<file path="config.mk">
export PLATFORM = sky130hd
export DESIGN_NAME = step_dir_gen
export DESIGN_NICKNAME = d
export VERILOG_FILES = /design/src/rtl/step_dir_gen.sv
export SDC_FILE = /design/constraint.sdc
export NUM_CORES = 1
export LEC_CHECK = 0
export BUFFER_PORTS_ARGS = -buffer_cell sky130_fd_sc_hd__buf_2
export CAP_MARGIN = 15
export CORE_AREA = 2 2 83 85
export CTS_BUF_LIST = sky130_fd_sc_hd__clkbuf_8
export DETAILED_ROUTE_END_ITERATION = 8
export DIE_AREA = 0 0 85 87
export PLACE_DENSITY = 0.81
export SYNTH_ARGS = -nofsm -noshare
export SYNTH_HDL_FRONTEND = slang
export SYNTH_SLANG_ARGS = --single-unit
</file>
<file path="constraint.sdc">
create_clock -name clk -period 2.7 [get_ports clk]
set_input_delay 0.81 -clock clk [delete_from_list [all_inputs] [get_ports clk]]
set_output_delay 0.81 -clock clk [all_outputs]
set_load 0.005 [all_outputs]
</file>
<file path="src/rtl/step_dir_gen.sv">
// Step/direction pulse generator: turns a (steps, dir, period) command into timed step pulses.
// Optional signed position counter enabled by defining STEP_DIR_GEN_POS_EN.
module step_dir_gen #(
    parameter int CNT_WIDTH      = 16,
    parameter int PER_WIDTH      = 16,
    parameter int PULSE_CLKS     = 7,
    parameter int DIR_SETUP_CLKS = 7,
    parameter int POS_WIDTH      = 32
) (
    input  logic                        clk,
    input  logic                        aclr,
    input  logic                        sclr,
    input  logic                        cmd_valid,
    output logic                        cmd_ready,
    input  logic [CNT_WIDTH-1:0]        cmd_steps,
    input  logic                        cmd_dir,
    input  logic [PER_WIDTH-1:0]        cmd_period,
    input  logic                        abort,
    output logic                        step,
    output logic                        dir,
    output logic                        busy,
    output logic                        done,
`ifdef STEP_DIR_GEN_POS_EN
    output logic signed [POS_WIDTH-1:0] pos,
`endif
    output logic [CNT_WIDTH-1:0]        steps_left
);

    // One extra bit so 2*PULSE_CLKS never overflows the period counter
    localparam int CW = PER_WIDTH + 1;
    localparam logic [CW-1:0] MIN_PER    = CW'(2 * PULSE_CLKS);
    localparam logic [CW-1:0] HIGH_LAST  = CW'(PULSE_CLKS);
    localparam logic [CW-1:0] SETUP_LAST = CW'(DIR_SETUP_CLKS);

    typedef enum logic [1:0] {IDLE, SETUP, HIGH, LOW} state_t;

    state_t               state, state_nxt;
    logic [CW-1:0]        per, per_nxt;
    logic [CW-1:0]        cnt, cnt_nxt;
    logic [CNT_WIDTH-1:0] left_nxt;
    logic                 step_nxt, dir_nxt, busy_nxt, done_nxt, ready_nxt;
    logic                 abort_pend, abort_pend_nxt;
    logic                 accept;

    function automatic logic [CW-1:0] clamp_period(input logic [PER_WIDTH-1:0] p);
        logic [CW-1:0] ext;
        ext = {1'b0, p};
        return (ext < MIN_PER) ? MIN_PER : ext;
    endfunction

    assign accept = cmd_valid && cmd_ready;

    always_comb begin
        state_nxt      = state;
        per_nxt        = per;
        cnt_nxt        = cnt + CW'(1);
        left_nxt       = steps_left;
        step_nxt       = step;
        dir_nxt        = dir;
        busy_nxt       = busy;
        done_nxt       = 1'b0;
        ready_nxt      = 1'b0;
        abort_pend_nxt = abort_pend;

        case (state)
            IDLE: begin
                ready_nxt      = !accept;
                cnt_nxt        = cnt;
                abort_pend_nxt = 1'b0;
                if (accept) begin
                    per_nxt = clamp_period(cmd_period);
                    if (cmd_steps == '0) begin
                        done_nxt = 1'b1;
                    end else begin
                        busy_nxt = 1'b1;
                        left_nxt = cmd_steps;
                        cnt_nxt  = CW'(1);
                        if (cmd_dir != dir) begin
                            dir_nxt   = cmd_dir;
                            state_nxt = SETUP;
                        end else begin
                            step_nxt  = 1'b1;
                            state_nxt = HIGH;
                        end
                    end
                end
            end
            SETUP: begin
                if (abort) begin
                    state_nxt = IDLE;
                    done_nxt  = 1'b1;
                    busy_nxt  = 1'b0;
                    step_nxt  = 1'b0;
                end else if (cnt == SETUP_LAST) begin
                    step_nxt  = 1'b1;
                    cnt_nxt   = CW'(1);
                    state_nxt = HIGH;
                end
            end
            HIGH: begin
                if (abort) abort_pend_nxt = 1'b1;
                // An abort seen during the pulse takes effect only once the pulse has completed
                if (cnt == HIGH_LAST) begin
                    step_nxt = 1'b0;
                    if (steps_left != '0) left_nxt = steps_left - CNT_WIDTH'(1);
                    if (abort || abort_pend) begin
                        state_nxt = IDLE;
                        done_nxt  = 1'b1;
                        busy_nxt  = 1'b0;
                    end else begin
                        state_nxt = LOW;
                    end
                end
            end
            LOW: begin
                if (abort || (cnt == per && steps_left == '0)) begin
                    state_nxt = IDLE;
                    done_nxt  = 1'b1;
                    busy_nxt  = 1'b0;
                    step_nxt  = 1'b0;
                end else if (cnt == per) begin
                    step_nxt  = 1'b1;
                    cnt_nxt   = CW'(1);
                    state_nxt = HIGH;
                end
            end
            default: state_nxt = IDLE;
        endcase
    end

    always_ff @(posedge clk or posedge aclr) begin
        if (aclr) begin
            state <= IDLE;
        end else if (sclr) begin
            state <= IDLE;
        end else begin
            state <= state_nxt;
        end
    end

    always_ff @(posedge clk or posedge aclr) begin
        if (aclr) begin
            per        <= '0;
            cnt        <= '0;
            steps_left <= '0;
            step       <= 1'b0;
            dir        <= 1'b0;
            busy       <= 1'b0;
            done       <= 1'b0;
            cmd_ready  <= 1'b0;
            abort_pend <= 1'b0;
        end else if (sclr) begin
            per        <= '0;
            cnt        <= '0;
            steps_left <= '0;
            step       <= 1'b0;
            dir        <= 1'b0;
            busy       <= 1'b0;
            done       <= 1'b0;
            cmd_ready  <= 1'b0;
            abort_pend <= 1'b0;
        end else begin
            per        <= per_nxt;
            cnt        <= cnt_nxt;
            steps_left <= left_nxt;
            step       <= step_nxt;
            dir        <= dir_nxt;
            busy       <= busy_nxt;
            done       <= done_nxt;
            cmd_ready  <= ready_nxt;
            abort_pend <= abort_pend_nxt;
        end
    end

`ifdef STEP_DIR_GEN_POS_EN
    // dir is stable across every rising edge, so the current value gives the move direction
    always_ff @(posedge clk or posedge aclr) begin
        if (aclr) begin
            pos <= '0;
        end else if (sclr) begin
            pos <= '0;
        end else if (step_nxt && !step) begin
            pos <= dir ? pos + POS_WIDTH'(1) : pos - POS_WIDTH'(1);
        end
    end
`endif

endmodule
</file>
==> metrics <==
CP Launch Type flip-flop; CTS tree done; HPWL Detailed 6350 um; RSZ-0062 raised after global routing no; worst-margin pin slew about 0.49 ns; Post-CTS Setup Inserts 0; switching power between 1.5 and 2 mW; Die Y 87 um; final setup skew between 0.008 and 0.009 ns; # rows 30; critical path endpoint category flip-flop; Slew Viols, Final 0; synthesized area around 3400 um^2; period utilization a little over nine tenths; Tot GR Track Use between 20 and 25%; routed wire length around 8700 um; first-pass GRT wire length 14700 um; Fin. Hold Viols 0; layout net count approximately 490; TritonRoute pass-1 iters 5; Routed Antenna Nets 0; core area 6570 um^2; LEAKAGE 1.74 nW; status complete, no violations; DR WL/cell around 16 um; number of library cell types mapped by synthesis 54; slew margin rel. between 60 and 70%; Die Span X 85 um; CP Max Fanout 12; Sum Neg Setup Slack 0 ns; Synth async-reset ratio between 90% and 100%; Clock Tree Root clkbuf_8; EDFF count, synth 0; GP Congestion approximately 0.94; most numerous cell in the Yosys netlist dfrtp_1; total number of vias roughly 3300; antenna fix cells 0; Iteration-0 DRC Markers just over 300; Setup violations, final 0; later-pin clock latency in the skew report between 0.3 and 0.4 ns; CTS buffer count 9; Residual DRC 0; Net Sw Frac between 40 and 50%; # clock sinks 57; Area Overhead vs Synth 18.9%; minimum hold slack between 0.3 and 0.4 ns; register share of total power a little over a third; HP Class in -> async; Logic pwr share about two fifths; Port Buffers 58; syn nets between 400 and 500; Mapped Cells 386; grt ovf 0; Hold-fix buffers, CTS 0; Synth Register Bits 57; DR vias/cell ~6.2; H-tree depth 3; I/O pins about 60; Area contributors post-synth dfrtp_1 42%, xnor2_1 4.7%, nor3_1 3.9%, o21ai_0 3.7%, a21oi_1 3.6%; CP required 2.93 ns; area leader, netlist dfrtp_1; Seq/Total Area, Yosys between 40% and 50%; vias in the first global route approximately 3100; Final min period ~2.6 ns; max_cap viols 0; antenna violations before repair 0; top_reg_cell synth dfrtp_1; Synth top area share approximately 42%; maximum clock rate between 300 and 400 MHz; Post-synth top cells 57 x dfrtp_1, 31 x nand2_1, 30 x nor2_1; Peak VDD IR between 0.6 and 0.7 mV; post-CTS resize count 0; Avg Cell Area, Syn between 8 and 9 um^2; Clock Power Share a little over a fifth; Pwr per Cell Area 901 nW/um^2; Worst-path clk slew ~0.07 ns; Clock Tree Buf Depth 2; fraction of layout cells with a size suffix above 1 a little over a fifth; largest net degree at the start of global routing ~50; crit path DAT roughly 2.8 ns; Int Power 2.09 mW; die area between 7000 and 8000 um^2; Starting Density approximately half; CP Class reg -> reg; synth warn 0
-- cells in the final DEF, fill, tap and decap left out, types with 2 or more instances in the layout --
cell type,count
clkinvlp_4,3
ha_1,3
a221oi_1,2
a22oi_1,2
inv_1,12
o21ai_1,2
or4_1,2
o22ai_1,6
clkinv_2,2
nor4_1,16
or3_1,4
clkbuf_8,9
o31ai_1,3
nand3_1,17
buf_12,2
nand4_1,11
buf_2,58
dfrtp_1,57
nand2_1,31
nor4_2,2
nand2b_1,2
a21oi_1,24
nor2_1,30
a22o_1,12
o21ai_0,25
a31oi_1,8
buf_4,13
xnor2_1,18
and3_1,3
o211ai_1,2
xor2_1,3
nor3_1,26
a211o_1,2
o31a_1,2
mux2i_1,5
o2bb2ai_1,10
-- layer usage --
| metal | up-vias | track usage [%] | routed length (um) |
|---|---|---|---|
| li1 | 1579 | - | - |
| met1 | 1582 | 33.2 | 3790 |
| met2 | 145 | 38.5 | 4200 |
| met3 | 21 | 4.93 | 550 |
| met4 | 0 | 12.0 | 195 |
| met5 | - | 0 | 0 |
-- registers in the layout (all words and copies together) (netlist names) --
| register | flops |
|---|---|
| cmd_ready | 1 |
| per | 16 |
| dir | 1 |
| cnt | 17 |
| state | 2 |
| abort_pend | 1 |
| steps_left | 16 |
| step | 1 |
| busy | 1 |
| done | 1 |
-- power by group through the flow --
stage	combinational (mW)	clock [mW]	sequential, mW
after floorplan	1.02	0	1.24
after global placement	1.44	0	1.30
after CTS	1.49	0.803	1.30
after global routing	1.66	0.847	1.34
after detailed placement	1.48	0	1.31
final	1.51	0.794	1.31
-- worst paths after layout --
check	from	to	slack, ns	depth (start not counted)
max reg2reg	cnt[1]$_DFFE_PP0P_	steps_left[12]$_DFFE_PP0P_	0.13	7
min reg2reg	per[2]$_DFFE_PP0P_	per[2]$_DFFE_PP0P_	0.49	2
max in group asynchronous	aclr	steps_left[13]$_DFFE_PP0P_	1.79	3
min in group clk	per[2]$_DFFE_PP0P_	per[2]$_DFFE_PP0P_	0.49	2
min	aclr	steps_left[4]$_DFFE_PP0P_	0.38	2
max	cnt[1]$_DFFE_PP0P_	steps_left[12]$_DFFE_PP0P_	0.13	7
-- stage by stage --
stage / cells / util, % / cell area [um^2] / power [mW] / setup slack [ns]
finish: 533 / 61.1 / 4020 / 3.62 / 0.133
CTS: 533 / 61.1 / 4020 / 3.60 / 0.156
detailed placement: 517 / 58.2 / 3820 / 2.80 / 0.0927
floorplan: 386 / - / 3380 / 2.25 / 0.350
global route: 533 / 61.1 / 4020 / 3.84 / 0.0397
global placement: 517 / 58.2 / 3820 / 2.74 / 0.168
-- logic make-up after synthesis --
| family | Yosys count | share of synthesized area (%) |
|---|---|---|
| flip-flops | 57 | 42.2 |
| buffers and inverters | 35 | 4.15 |
| XOR/XNOR | 21 | 5.45 |
| adder cells (fa/ha/maj) | 3 | 1.11 |
| AO/OA/AOI/OAI | 109 | 21.3 |
| multiplexers | 5 | 1.48 |
| AND/OR/NAND/NOR | 156 | 24.3 |
-- critical path, cell delays in order, from the launching register on --
cell and delay (ns):
dfrtp_1 0.43, ha_1 0.26, nor4bb_1 0.35, nand4_1 0.31
a31oi_1 0.33, a211o_1 0.41, o21ai_0 0.19, o2bb2ai_1 0.17
-- cell type report --
cell class,instances,area (um^2)
Timing Repair Buffer,73,428
Clock inverter,7,71.3
Inverter,13,48.8
Tap cell,80,100
Fill cell,559,2550
Multi-Input combinational cell,294,1820
Clock buffer,9,124
Sequential cell,57,1430
No activity file was read; power rests on OpenSTA's default activity.
